## src/rtl/wide_add_pkg.sv

```systemverilog
// Shared constants for the wide add/subtract sequencer.
package wide_add_pkg;
    localparam int SLICE_W       = 16;
    localparam int DEFAULT_WORDS = 4;

    localparam logic [1:0] ST_IDLE = 2'd0;
    localparam logic [1:0] ST_RUN  = 2'd1;
    localparam logic [1:0] ST_DONE = 2'd2;
endpackage

```

## src/rtl/carry_select_adder.sv

```systemverilog
// Existing 16-bit carry-select adder: the low byte ripples, and the high byte
// is precomputed for both carry values, then selected by the low carry.
module carry_select_adder (
    input  logic [15:0] a,
    input  logic [15:0] b,
    input  logic        carryin,
    output logic [15:0] s,
    output logic        carryout
);
    logic [8:0] lo;
    logic [8:0] hi0;
    logic [8:0] hi1;

    assign lo  = {1'b0, a[7:0]} + {1'b0, b[7:0]} + {8'd0, carryin};
    assign hi0 = {1'b0, a[15:8]} + {1'b0, b[15:8]};
    assign hi1 = {1'b0, a[15:8]} + {1'b0, b[15:8]} + 9'd1;

    assign s        = {(lo[8] ? hi1[7:0] : hi0[7:0]), lo[7:0]};
    assign carryout = lo[8] ? hi1[8] : hi0[8];
endmodule

```

## src/rtl/wide_add_sequencer.sv

```systemverilog
// Wide add/subtract built from one 16-bit adder, one slice per cycle, LSB
// first, carry chained through a register. Valid/ready on both sides.
module wide_add_sequencer
    import wide_add_pkg::*;
#(
    parameter int WORDS = DEFAULT_WORDS,
    parameter int IDXW  = 4,
    localparam int W    = SLICE_W * WORDS
) (
    input  logic         clk,
    input  logic         rst,
    input  logic         in_valid,
    output logic         in_ready,
    input  logic [W-1:0] in_a,
    input  logic [W-1:0] in_b,
    input  logic         in_cin,
    input  logic         in_sub,
    output logic         out_valid,
    input  logic         out_ready,
    output logic [W-1:0] out_sum,
    output logic         out_cout,
    output logic         out_ovf,
    output logic         busy
);
    logic [1:0]         state;
    logic [IDXW-1:0]    idx;
    logic [W-1:0]       a_reg;
    logic [W-1:0]       b_reg;
    logic [W-1:0]       sum_reg;
    logic               carry_reg;
    logic               ovf_reg;

    logic [SLICE_W-1:0] a_sl;
    logic [SLICE_W-1:0] b_sl;
    logic [SLICE_W-1:0] s_sl;
    logic               c_out;
    logic               c_msb_in;
    logic               last;

    // Slice mux: current 16-bit window of each operand register.
    assign a_sl = a_reg[idx*SLICE_W +: SLICE_W];
    assign b_sl = b_reg[idx*SLICE_W +: SLICE_W];

    carry_select_adder u_csa (
        .a        (a_sl),
        .b        (b_sl),
        .carryin  (carry_reg),
        .s        (s_sl),
        .carryout (c_out)
    );

    // Carry into bit 15 recovered from the sum bit, leaving the adder untouched.
    assign c_msb_in = a_sl[SLICE_W-1] ^ b_sl[SLICE_W-1] ^ s_sl[SLICE_W-1];
    assign last     = (idx == IDXW'(WORDS - 1));

    // in_ready is forced low while reset is asserted.
    assign in_ready  = (state == ST_IDLE) && !rst;
    assign out_valid = (state == ST_DONE);
    assign busy      = (state == ST_RUN) || (state == ST_DONE);
    assign out_sum   = sum_reg;
    assign out_cout  = carry_reg;
    assign out_ovf   = ovf_reg;

    // Control FSM plus operand/result/carry datapath registers.
    always_ff @(posedge clk or posedge rst) begin
        if (rst) begin
            state     <= ST_IDLE;
            idx       <= '0;
            a_reg     <= '0;
            b_reg     <= '0;
            sum_reg   <= '0;
            carry_reg <= 1'b0;
            ovf_reg   <= 1'b0;
        end else begin
            case (state)
                ST_IDLE: begin
                    if (in_valid) begin
                        // Subtract becomes A + ~B + 1.
                        a_reg     <= in_a;
                        b_reg     <= in_sub ? ~in_b : in_b;
                        carry_reg <= in_sub ? 1'b1 : in_cin;
                        idx       <= '0;
                        state     <= ST_RUN;
                    end
                end
                ST_RUN: begin
                    sum_reg[idx*SLICE_W +: SLICE_W] <= s_sl;
                    carry_reg <= c_out;
                    idx       <= idx + IDXW'(1);
                    if (last) begin
                        ovf_reg <= c_msb_in ^ c_out;
                        state   <= ST_DONE;
                    end
                end
                ST_DONE: begin
                    if (out_ready) state <= ST_IDLE;
                end
                default: state <= ST_IDLE;
            endcase
        end
    end
endmodule

```

## config.mk

```make
export PLATFORM = sky130hd
export DESIGN_NAME = wide_add_sequencer
export DESIGN_NICKNAME = d
export VERILOG_FILES = /design/src/rtl/wide_add_pkg.sv /design/src/rtl/carry_select_adder.sv /design/src/rtl/wide_add_sequencer.sv
export SDC_FILE = /design/constraint.sdc
export NUM_CORES = 1
export LEC_CHECK = 0
export BUFFER_PORTS_ARGS = -buffer_cell sky130_fd_sc_hd__buf_4
export CORE_MARGIN = 4
export CORE_UTILIZATION = 35
export DETAILED_ROUTE_END_ITERATION = 10
export GPL_ROUTABILITY_DRIVEN = 0
export HOLD_SLACK_MARGIN = 0.15
export SLEW_MARGIN = 20
export SYNTH_ARGS = -nofsm -noshare
export SYNTH_HDL_FRONTEND = slang
export SYNTH_SLANG_ARGS = --single-unit
```

## constraint.sdc

```tcl
create_clock -name clk -period 7.7 [get_ports clk]
set_clock_uncertainty 0.05 [all_clocks]
set_input_delay 1.155 -clock clk [delete_from_list [all_inputs] [get_ports clk]]
set_output_delay 1.155 -clock clk [all_outputs]
set_load 0.02 [all_outputs]
```

==> run_results.csv <==
group,metric,value,unit
status,outcome,"finished, final reports clean",
timing,period_share,63.49,%
place,dpl.hpwl,17920,um
floorplan,coreArea,27860,um^2
clock_tree,hold_buffers,0,
yosys,async_flop_share,100.0,%
setup_path,crit_path_max_fanout,24,
floorplan,die_w,176.2,um
clock_tree,post_cts_resize_count,0,
setup_path,crit_path_start_kind,"flop",
clock_tree,cts_buffers,17,
clock_tree,cts_tree,"done",
place,portBuffers,202,
setup_path,cp.required,7970,ps
yosys,synth.net_count,1034,
power_and_ir_drop,p_per_area,527.8,nW/um^2
yosys,yosys.area.top_type,"dfrtp_1",
setup_path,critPathLaunch,"idx[0]",
setup_path,worst_path_most_repeated_cell,"fa_1",
yosys,yosys.area_share.simple,10.24,%
setup_path,worst-path-buf-inv,2,
floorplan,row_count,61,
power_and_ir_drop,ir_drop,0.2726,mV
min_path,worstHoldStart,"b_reg[33]",
yosys,synth_common_cells,"200 x dfrtp_1, 129 x nand2_1, 109 x o21ai_0, 79 x mux2_2, 79 x xnor2_1",
power_and_ir_drop,netSwitchingFraction,43.13,%
detailed_routing,drt_first_pass_iters,4,
global_routing,grt_pass1_wl,38630,um
power_and_ir_drop,sequentialPowerShare,28.1,%
power_and_ir_drop,p_leak,5.576,nW
timing,fmax,0.2046,GHz
setup_path,cpPeakStageDelay,760,ps
power_and_ir_drop,net-switching-power,2.817,mW
floorplan,pin_count,203,
setup_path,critical_path_arrival,5160,ps
cells_and_area,num-nets-final,1206,
clock_tree,htreeDepth,4,
clock_tree,clkSinkCount,200,
global_routing,gr-total-overflow,0,
yosys,synth.most_common_cell,"dfrtp_1",
global_routing,grt_max_degree,133,
detailed_routing,vias,6753,
place,place_area,11760,um^2
yosys,synthXorXnorAreaFrac,7.746,%
detailed_routing,antenna_left,0,
setup_path,cp_slowest_cell,"dfrtp_2",
yosys,avgSynthCellArea,11.32,um^2
yosys,synth_adder_area_share,3.386,%
yosys,yosys_warnings,0,
job,drv_cap,0,
timing,rsz0062_at_grt,"false",
cells_and_area,postLayoutCellArea,12370,um^2
yosys,synth_top_family_by_area,"multiplexers",
timing,fin_ws,2811,ps
place,dpl_worst_slack,2795,ps
timing,finalHoldViolCount,0,
power_and_ir_drop,combPwrFrac,57.6,%
timing,setup_viol,0,
yosys,syn-cell-area,9902,um^2
setup_path,critPathTopFamily,"simple AND/OR/NAND/NOR gates",
clock_tree,root_buffer,"clkbuf_16",
cells_and_area,multi_input_area,4641,um^2
timing,period_needed,4889,ps
yosys,synth_edf_count,0,
global_routing,gr-usage-all-layers,15.91,%
global_routing,grt_pass1_vias,6929,
power_and_ir_drop,p_int,3.714,mW
cells_and_area,diodes,0,
cells_and_area,area_growth,24.97,%
floorplan,start_util,35.54,%
detailed_routing,drc_errors,0,
setup_path,worstSetupPathDepth,14,
timing,tns,0,ps
setup_path,critical_path_class,"reg -> reg",
setup_path,end_kind,"flop",
setup_path,timing.rr.start,"idx[0]",
power_and_ir_drop,p_total,6.531,mW
min_path,hold_path_class,"reg -> reg",
power_and_ir_drop,clkPwrFrac,14.3,%
detailed_routing,wl,24350,um
detailed_routing,vias_per_cell,4.696,
clock_tree,clk_pin_slew,70,ps
clock_tree,post_cts_buffers,0,
min_path,holdPathStages,2,
clock_tree,clk-insertion-delay-late,440,ps
clock_tree,cts_buffer_depth,2,
yosys,synth_cells,875,
timing,slew_violations,0,
yosys,synth.area.top_cells,"dfrtp_1 51%, mux2_2 9.0%, xnor2_1 7.0%",
yosys,synth_top_area_share,50.54,%
cells_and_area,nFillCells,2656,
setup_path,reg2regPathDepth,14,
cells_and_area,layout-drive-gt1-share,34.15,%
yosys,synth_compound_area_share,8.934,%
timing,slew-limit-headroom,31.53,%
yosys,ys.flop_type,"dfrtp_1",
detailed_routing,drtIter0Drc,462,
yosys,synth_seq_cells,200,
timing,tightest_slew,1027,ps
floorplan,fp.dieH,176.2,um
yosys,muxShareOfSynthArea,16.30,%
timing,hold-worst-slack,428.6,ps
cells_and_area,regArea,5007,um^2
detailed_routing,wire_per_inst,16.93,um
global_routing,antenna_found_initial,1,
yosys,synth.distinct_cells,53,
yosys,yosysSeqAreaShare,50.54,%
setup_path,crit_chain,"buf_4 -> mux4_2 -> and2_1 -> fa_1 -> inv_1 -> fa_1 -> and2b_1 -> o31ai_1 -> a22oi_2 -> nand4_1 -> and4bb_1 -> nand3_2 -> xor3_1 -> mux2_2",
floorplan,die_area,31050,um^2
[worst paths after layout]
kind	end	slack, ps
worst max-delay path	out_ovf	2810
worst min-delay path	b_reg[33]	430
worst max register to register	out_ovf	2810
worst min register to register	b_reg[33]	430
max in group asynchronous	idx[1]	5300
min in group asynchronous	b_reg[35]	820
[power groups by stage]
stage | Sequential [mW] | Clock [mW] | Combinational [mW]
2_1_floorplan | 1.91 | 0 | 2.59
3_3_place_gp | 1.85 | 0 | 3.74
3_5_place_dp | 1.86 | 0 | 3.81
4_1_cts | 1.84 | 0.960 | 3.82
5_1_grt | 1.91 | 0.998 | 4.20
6_report | 1.84 | 0.931 | 3.76
[layout by cell type (no fill, tap or decap), types with 5 or more instances in the layout]
cell	instances
dfrtp_1	198
and2_1	29
o21ai_0	109
inv_8	6
mux4_2	28
xnor2_1	79
o31ai_1	5
nor2_1	21
mux2i_1	6
mux2_2	79
ha_1	22
buf_4	208
o21ai_1	7
a21oi_1	12
nand2_1	128
nand2b_1	12
clkbuf_16	17
inv_1	19
[cell type report]
type | count | share of cell area, %
inverters | 20 | 0.6673
well taps | 378 | 3.822
multi-input cells | 600 | 37.50
repair buffers | 208 | 12.62
clock buffers | 18 | 3.468
clock inverters | 14 | 1.456
flip-flops and latches | 200 | 40.46
[logic make-up (layout without fill, tap and decap cells)]
| kind of cell | after synthesis | count (layout) |
|---|---|---|
| adders and majority gates | 25 | 25 |
| buffers and inverters | 75 | 260 |
| muxes | 116 | 116 |
| AOI/OAI and AO/OA | 157 | 157 |
| xor gates and xnor gates | 85 | 85 |
| and+or+nand+nor | 217 | 217 |
| DFF | 200 | 200 |
[worst min-delay path, stage by stage, from the launching register on]
cell	delay, ps
dfrtp_1	340
nand2_1	50
o21ai_0	60
[layer usage]
layer  vias up  wire, um  share of wire [%]  track usage (%)
met5         -         0                  0                0
met1      3242     11670                 48            23.18
met2       167     11080                 46            24.17
met3        15      1266                5.2            3.576
met4         0       328                1.3            4.094
li1       3329         -                  -                -
[metrics by stage]
stage,utilization (%),std cells
after global routing,44.42,1438
final,44.42,1438
after detailed placement,42.21,1406
after CTS,44.39,1438
after global placement,42.21,1406
after floorplan,-,875
Power figures use the tool's default switching activity.
